<file path="src/rtl/pong_pkg.sv">
// -----------------------------------------------------------------------------
// pong_pkg
//
// Shared definitions for the Pong ball path:
//   - tile geometry (TILE_SHIFT: 16-pixel tiles) and default playfield size
//   - ball coordinate width
//   - ball controller state encoding (IDLE, RUN)
//   - direction encoding: 0 = right/down, 1 = left/up
//   - step_coord(): move a tile coordinate one step up or down
// -----------------------------------------------------------------------------
package pong_pkg;

   // Pixel counters are divided by 16 to get tile coordinates.
   localparam int TILE_SHIFT      = 4;

   // Default playfield in tiles (640x480 / 16).
   localparam int DEF_GAME_WIDTH  = 40;
   localparam int DEF_GAME_HEIGHT = 30;

   // Ball tile coordinates are 6-bit unsigned.
   localparam int COORD_W         = 6;

   typedef enum logic {
      IDLE = 1'b0,
      RUN  = 1'b1
   } ball_state_t;

   // Direction bits: 0 moves toward larger coordinates, 1 toward smaller.
   localparam logic DIR_RIGHT = 1'b0;
   localparam logic DIR_LEFT  = 1'b1;
   localparam logic DIR_DOWN  = 1'b0;
   localparam logic DIR_UP    = 1'b1;

   // One tile step. Callers guarantee the result never wraps because the
   // edges/walls are handled before a step could leave the playfield.
   function automatic logic [COORD_W-1:0] step_coord(
      input logic [COORD_W-1:0] coord,
      input logic               decrement
   );
      return decrement ? (coord - COORD_W'(1)) : (coord + COORD_W'(1));
   endfunction

endpackage

</file>
<file path="src/rtl/pong_step_timer.sv">
// -----------------------------------------------------------------------------
// pong_step_timer
//
// Free-running divider that paces the ball. Counts 0..BALL_SPEED-1 while
// enabled and wraps; o_Step is high for the single cycle in which the count
// sits at its terminal value (and the timer is enabled).
//
// Ports:
//   i_Clk     pixel clock
//   i_Rst_L   asynchronous active-low reset (count -> 0)
//   i_Clear   synchronous clear; count is 0 in the following cycle
//   i_Enable  advance the count
//   o_Step    one-cycle step strobe on the terminal-count cycle
// -----------------------------------------------------------------------------
module pong_step_timer #(
   parameter int BALL_SPEED = 1250000
) (
   input  logic i_Clk,
   input  logic i_Rst_L,
   input  logic i_Clear,
   input  logic i_Enable,
   output logic o_Step
);

   localparam int              CNT_W    = (BALL_SPEED > 1) ? $clog2(BALL_SPEED) : 1;
   localparam logic [CNT_W-1:0] TERMINAL = CNT_W'(BALL_SPEED - 1);

   logic [CNT_W-1:0] count_reg;
   logic [CNT_W-1:0] count_next;
   logic             at_terminal;

   assign at_terminal = (count_reg == TERMINAL);

   // The strobe deliberately ignores i_Clear: the clear is derived from the
   // controller's next state, which itself depends on this strobe.
   assign o_Step = i_Enable && at_terminal;

   always_comb begin
      count_next = count_reg;
      if (i_Clear) begin
         count_next = '0;
      end else if (i_Enable) begin
         count_next = at_terminal ? '0 : (count_reg + CNT_W'(1));
      end
   end

   always_ff @(posedge i_Clk or negedge i_Rst_L) begin
      if (!i_Rst_L) begin
         count_reg <= '0;
      end else begin
         count_reg <= count_next;
      end
   end

endmodule

</file>
<file path="src/rtl/pong_ball_ctrl.sv">
// -----------------------------------------------------------------------------
// pong_ball_ctrl
//
// Ball controller for the Pong display pipeline. Holds the ball's tile
// position and direction, steps it every BALL_SPEED cycles while the game is
// active, bounces it off the top/bottom walls and reports misses at the
// left/right edges. Also produces the ball draw flag for the current pixel,
// re-aligned with the incoming syncs (1 cycle latency on all three).
//
// Ports:
//   i_Clk          pixel clock
//   i_Rst_L        asynchronous active-low reset
//   i_HSync        horizontal sync, aligned with the counters
//   i_VSync        vertical sync, aligned with the counters
//   i_Col_Count    current pixel column (10 bits)
//   i_Row_Count    current pixel row (10 bits)
//   i_Game_Active  level, 1 = ball in play
//   i_Reflect_X    one-cycle pulse from paddle logic, flips horizontal dir
//   o_HSync        i_HSync delayed one cycle
//   o_VSync        i_VSync delayed one cycle
//   o_Draw_Ball    current (delayed) pixel lies inside the ball tile
//   o_Ball_X       ball tile column
//   o_Ball_Y       ball tile row
//   o_Miss_L       one-cycle pulse: ball reached column 0
//   o_Miss_R       one-cycle pulse: ball reached column GAME_WIDTH-1
// -----------------------------------------------------------------------------
module pong_ball_ctrl
   import pong_pkg::*;
#(
   parameter int GAME_WIDTH  = DEF_GAME_WIDTH,
   parameter int GAME_HEIGHT = DEF_GAME_HEIGHT,
   parameter int BALL_SPEED  = 1250000
) (
   input  logic                i_Clk,
   input  logic                i_Rst_L,
   input  logic                i_HSync,
   input  logic                i_VSync,
   input  logic [9:0]          i_Col_Count,
   input  logic [9:0]          i_Row_Count,
   input  logic                i_Game_Active,
   input  logic                i_Reflect_X,
   output logic                o_HSync,
   output logic                o_VSync,
   output logic                o_Draw_Ball,
   output logic [COORD_W-1:0]  o_Ball_X,
   output logic [COORD_W-1:0]  o_Ball_Y,
   output logic                o_Miss_L,
   output logic                o_Miss_R
);

   localparam logic [COORD_W-1:0] X_CENTRE = COORD_W'(GAME_WIDTH / 2);
   localparam logic [COORD_W-1:0] Y_CENTRE = COORD_W'(GAME_HEIGHT / 2);
   localparam logic [COORD_W-1:0] X_MAX    = COORD_W'(GAME_WIDTH - 1);
   localparam logic [COORD_W-1:0] Y_MAX    = COORD_W'(GAME_HEIGHT - 1);

   // ---------------------------------------------------------------------
   // State
   // ---------------------------------------------------------------------
   ball_state_t         state_reg,  state_next;
   logic [COORD_W-1:0]  ball_x_reg, ball_x_next;
   logic [COORD_W-1:0]  ball_y_reg, ball_y_next;
   logic                x_dir_reg,  x_dir_next;
   logic                y_dir_reg,  y_dir_next;
   logic                miss_l_reg, miss_l_next;
   logic                miss_r_reg, miss_r_next;

   logic                hsync_reg;
   logic                vsync_reg;
   logic                draw_reg;
   logic                draw_next;

   // ---------------------------------------------------------------------
   // Step timer: runs only in RUN, cleared whenever the FSM is (or is about
   // to be) in IDLE so the first step lands BALL_SPEED cycles after serve.
   // ---------------------------------------------------------------------
   logic step_strobe;
   logic timer_clear;
   logic timer_enable;

   assign timer_enable = (state_reg == RUN);
   assign timer_clear  = (state_next == IDLE);

   pong_step_timer #(
      .BALL_SPEED (BALL_SPEED)
   ) u_step_timer (
      .i_Clk    (i_Clk),
      .i_Rst_L  (i_Rst_L),
      .i_Clear  (timer_clear),
      .i_Enable (timer_enable),
      .o_Step   (step_strobe)
   );

   // ---------------------------------------------------------------------
   // Candidate step
   // ---------------------------------------------------------------------
   logic                x_dir_eff;
   logic [COORD_W-1:0]  stepped_x;
   logic                hit_left;
   logic                hit_right;
   logic                at_floor;
   logic                at_ceiling;
   logic                bounced_y_dir;
   logic [COORD_W-1:0]  stepped_y;

   // A reflect pulse in the step cycle already steers that step.
   assign x_dir_eff = x_dir_reg ^ ((state_reg == RUN) && i_Reflect_X);
   assign stepped_x = step_coord(ball_x_reg, x_dir_eff == DIR_LEFT);
   assign hit_left  = (stepped_x == '0);
   assign hit_right = (stepped_x == X_MAX);

   // Wall bounce: flip y direction first, then step with the new direction,
   // so the ball moves away from the wall in the same step.
   assign at_floor      = (y_dir_reg == DIR_DOWN) && (ball_y_reg == Y_MAX);
   assign at_ceiling    = (y_dir_reg == DIR_UP)   && (ball_y_reg == '0);
   assign bounced_y_dir = (at_floor || at_ceiling) ? ~y_dir_reg : y_dir_reg;
   assign stepped_y     = step_coord(ball_y_reg, bounced_y_dir == DIR_UP);

   // ---------------------------------------------------------------------
   // FSM next-state / datapath
   // ---------------------------------------------------------------------
   always_comb begin
      state_next  = state_reg;
      ball_x_next = ball_x_reg;
      ball_y_next = ball_y_reg;
      x_dir_next  = x_dir_reg;
      y_dir_next  = y_dir_reg;
      miss_l_next = 1'b0;
      miss_r_next = 1'b0;

      case (state_reg)
         IDLE: begin
            ball_x_next = X_CENTRE;
            ball_y_next = Y_CENTRE;
            if (i_Game_Active) begin
               state_next = RUN;
            end
         end

         RUN: begin
            x_dir_next = x_dir_eff;

            if (step_strobe) begin
               if (hit_left || hit_right) begin
                  // Miss: recentre and serve toward the player who scored.
                  miss_l_next = hit_left;
                  miss_r_next = hit_right;
                  state_next  = IDLE;
                  ball_x_next = X_CENTRE;
                  ball_y_next = Y_CENTRE;
                  x_dir_next  = ~x_dir_eff;
               end else begin
                  ball_x_next = stepped_x;
                  ball_y_next = stepped_y;
                  y_dir_next  = bounced_y_dir;
               end
            end

            // Game stopped: park at centre. Any miss flagged above still
            // goes out, and IDLE is entered only once.
            if (!i_Game_Active) begin
               state_next  = IDLE;
               ball_x_next = X_CENTRE;
               ball_y_next = Y_CENTRE;
            end
         end

         default: begin
            state_next = IDLE;
         end
      endcase
   end

   always_ff @(posedge i_Clk or negedge i_Rst_L) begin
      if (!i_Rst_L) begin
         state_reg  <= IDLE;
         ball_x_reg <= X_CENTRE;
         ball_y_reg <= Y_CENTRE;
         x_dir_reg  <= DIR_RIGHT;
         y_dir_reg  <= DIR_DOWN;
         miss_l_reg <= 1'b0;
         miss_r_reg <= 1'b0;
      end else begin
         state_reg  <= state_next;
         ball_x_reg <= ball_x_next;
         ball_y_reg <= ball_y_next;
         x_dir_reg  <= x_dir_next;
         y_dir_reg  <= y_dir_next;
         miss_l_reg <= miss_l_next;
         miss_r_reg <= miss_r_next;
      end
   end

   // ---------------------------------------------------------------------
   // Draw / sync pipeline. The tile compare uses the position held before
   // the edge, so the flag belongs to the pixel whose syncs are delayed
   // alongside it.
   // ---------------------------------------------------------------------
   logic unused_low_bits;
   assign unused_low_bits = ^{i_Col_Count[TILE_SHIFT-1:0], i_Row_Count[TILE_SHIFT-1:0]};

   assign draw_next = (i_Col_Count[9:TILE_SHIFT] == ball_x_reg) &&
                      (i_Row_Count[9:TILE_SHIFT] == ball_y_reg);

   always_ff @(posedge i_Clk or negedge i_Rst_L) begin
      if (!i_Rst_L) begin
         hsync_reg <= 1'b0;
         vsync_reg <= 1'b0;
         draw_reg  <= 1'b0;
      end else begin
         hsync_reg <= i_HSync;
         vsync_reg <= i_VSync;
         draw_reg  <= draw_next;
      end
   end

   // ---------------------------------------------------------------------
   // Outputs
   // ---------------------------------------------------------------------
   assign o_HSync     = hsync_reg;
   assign o_VSync     = vsync_reg;
   assign o_Draw_Ball = draw_reg;
   assign o_Ball_X    = ball_x_reg;
   assign o_Ball_Y    = ball_y_reg;
   assign o_Miss_L    = miss_l_reg;
   assign o_Miss_R    = miss_r_reg;

endmodule

</file>
<file path="config.mk">
export PLATFORM = sky130hd
export DESIGN_NAME = pong_ball_ctrl
export DESIGN_NICKNAME = d
export VERILOG_FILES = /design/src/rtl/pong_pkg.sv /design/src/rtl/pong_step_timer.sv /design/src/rtl/pong_ball_ctrl.sv
export SDC_FILE = /design/constraint.sdc
export NUM_CORES = 1
export LEC_CHECK = 0
export ABC_AREA = 1
export CORE_MARGIN = 8
export CORE_UTILIZATION = 56
export DETAILED_ROUTE_END_ITERATION = 10
export GPL_TIMING_DRIVEN = 0
export PLACE_DENSITY = 0.82
export SLEW_MARGIN = 25
export SYNTH_ARGS = -nofsm -noshare
export SYNTH_HDL_FRONTEND = slang
export SYNTH_SLANG_ARGS = --single-unit
</file>
<file path="constraint.sdc">
create_clock -name i_Clk -period 5.5 [get_ports i_Clk]
set_input_delay 0.55 -clock i_Clk [delete_from_list [all_inputs] [get_ports i_Clk]]
set_output_delay 0.55 -clock i_Clk [all_outputs]
set_load 0.01 [all_outputs]
</file>
==> flow_summary.toml <==
[global_route]
antenna_found_initial = 0
grt_overflow = 0
grt_usage_pct = 19.01
grt_max_degree = 22
grt_pass1_wl_um = 11780
grt_pass1_vias = 2634

[synth]
ys_types = 35
async_flop_share_pct = 100.0
synthMuxAreaShare_pct = 0
synth-compound-area-share_pct = 8.668
netlist_instances = 382
synth_fa_ha_area_share_pct = 6.123
synth_edf_count = 0
synth_top_family_by_area = "simple AND/OR/NAND/NOR gates"
yosysSeqAreaShare_pct = 35.62
synth_seq_cells = 41
syn_avg_cell_area_um2 = 7.596
synth-xor-area-share_pct = 7.546
synth_area_mm2 = 0.002902
ys.flop_type = "dfrtp_1"
yosys_warnings = 0
yosys.area_share.simple_pct = 35.06
synth_fp_nets = 421

[timing]
post-route-period-util_pct = 48.95
maxSlewViolCount = 0
slew_headroom_pct = 64.95
rsz0062_at_grt = "no"
hold_violations = 0
worst_clock_skew_ns = 0.005505
worst_pin_slew_ns = 0.5258
setup-violations-final = 0
clock.fmax_mhz = 371.4
min_period_ns = 2.692
tns_ns = 0
hold_slack_ns = 0.2252

[clocking]
cts_tree = "built"
clk_pin_slew_ns = 0.08
h-tree-depth = 2
post_cts_buffers = 0
numCtsBuffers = 5
cts_hold_buf = 0
cts_num_sinks = 41
clock_latency_ns = 0.29
ctsResizeCount = 0
clk_path_buf_depth = 2
root_buffer = "clkbuf_8"

[floorplanning]
fp.dieArea_mm2 = 0.007740
rows = 26
initial_core_util_pct = 57.54
num_io_pins = 43
die_height_um = 87.98
core_area_mm2 = 0.005042
fp.dieW_um = 87.98

[run]
drv_cap = 0

[cells_and_area]
layout_common_cells = "92 x nand2_1, 38 x inv_1, 37 x nand3_1"
num_antenna_cells = 0
nets = 463
largest_reg_flops = 21
area.growth.synth_to_final_pct = 18.28
drive_above_1_share_pct = 12.24
final_common_cell = "nand2_1"

[placed_design]
dpl.hpwl_um = 5436
routabilityCongestion = 0.9586
portBuffers = 34

[drt]
final_antenna_net_count = 0
vias_per_cell = 5.418
vias = 2682
drc_errors = 0
route.met2.wl_um = 3322
wl_um = 6946
dr.first_iter.drc_count = 111
wl_per_cell_um = 14.03
first_pass_iters = 5
m1WireLength_um = 3040
top_layer_used = "met4"
met3_length_um = 456

[setup_path]
worstPathArrival_ns = 2.86
crit_fanout = 7
end_kind = "flip-flop"
critical_path_class = "primary input to flip-flop"
worstPathRequired_ns = 5.67
crit_path_start_kind = "primary input"

[outcome]
status = "complete, no violations"

[pwr]
p_leak_nw = 1.523
total_power_mw = 0.6871
power_density_mw_per_mm2 = 200.2
ir_drop_uv = 151.7

[hold_path]
hold_path.class = "primary input to async pin"
==> cell families after synthesis <==
kind of cell / count (synthesis)
flops: 41
compound gates: 45
xor+xnor: 25
buf+inv: 52
fa+ha+maj: 13
simple gates: 206
==> routing by layer <==
layer | vias up | track usage (%)
li1 | 1348 | -
met1 | 1239 | 23.25
met2 | 83 | 31.94
met3 | 12 | 4.597
met4 | 0 | 5.938
met5 | - | 0
==> through the flow <==
step	setup slack (ns)	util, %	instances	instance area, um2
4_1_cts	2.820	68.06	495	3432
6_report	2.808	68.06	495	3432
3_3_place_gp	2.567	66.03	486	3329
2_1_floorplan	3.303	-	382	2902
5_1_grt	2.568	68.06	495	3432
3_5_place_dp	2.503	66.48	487	3352
==> cell type report <==
class | instances | area [um2]
buffer | 5 | 26.28
clock buffer | 8 | 80.08
fill | 443 | 1610
inverter | 47 | 176.4
multi-input combinational | 289 | 1665
sequential | 41 | 1033
tap | 70 | 87.58
timing repair buffer | 35 | 362.8
==> report_power, final <==
part	total, mW	leakage [nW]	internal [mW]	switching, mW
registers	0.320	0.541	0.311	0.00924
logic	0.177	0.943	0.0676	0.109
clock network	0.190	0.0395	0.0902	0.100
total	0.687	1.52	0.469	0.218
==> critical path, cell delays in order <==
cell             delay [ns]
clkdlybuf4s50_1        0.50
nand3_2                0.13
nand2_4                0.14
inv_1                  0.12
ha_1                   0.41
inv_2                  0.07
nand2_1                0.11
nand2_1                0.07
nand2_1                0.09
nand3_1                0.11
nor2_2                 0.16
nand2_2                0.11
nand2_8                0.11
nor2_4                 0.05
nand2_1                0.05
o21ai_0                0.08
==> worst paths after layout <==
kind                                               from                       to  slack, ns  cells past startpoint
max in group asynchronous                       i_Rst_L  o_Ball_Y[0]$_DFFE_PN1P_       4.72                      2
worst max register to register      state_reg$_DFF_PN0_  o_Ball_X[1]$_DFFE_PN0P_       3.04                     15
min in group i_Clk              o_Ball_Y[3]$_DFFE_PN1P_  o_Ball_Y[3]$_DFFE_PN1P_       0.52                      2
worst max-delay path                        i_Reflect_X  o_Ball_X[1]$_DFFE_PN0P_       2.81                     16
worst min register to register  o_Ball_Y[3]$_DFFE_PN1P_  o_Ball_Y[3]$_DFFE_PN1P_       0.52                      2
worst min-delay path                            i_Rst_L    y_dir_reg$_DFFE_PN0P_       0.23                      1
==> cells in the mapped netlist, types with 2 or more instances <==
library cell / number / area (um2)
inv_1: 38 / 142.6
nor2_2: 6 / 37.54
fa_1: 2 / 40.04
nor3_1: 9 / 45.04
nand3b_1: 3 / 22.52
nand2_2: 7 / 43.79
nand2_4: 2 / 22.52
nor2_4: 2 / 22.52
nor4_1: 4 / 25.02
dfstp_2: 6 / 157.7
o31ai_1: 2 / 15.01
inv_2: 8 / 30.03
o22ai_1: 10 / 62.56
buf_2: 3 / 15.01
o21ai_0: 9 / 45.04
xor2_1: 18 / 157.7
nand4_1: 9 / 56.30
nand3_2: 5 / 50.05
dfrtp_1: 35 / 875.8
a21oi_1: 8 / 40.04
nor2_1: 25 / 93.84
o21ai_1: 13 / 65.06
ha_1: 11 / 137.6
xnor2_1: 7 / 61.31
nand3_1: 37 / 185.2
nor3_2: 3 / 30.03
nand2_1: 92 / 345.3
Power figures use the tool's default switching activity.
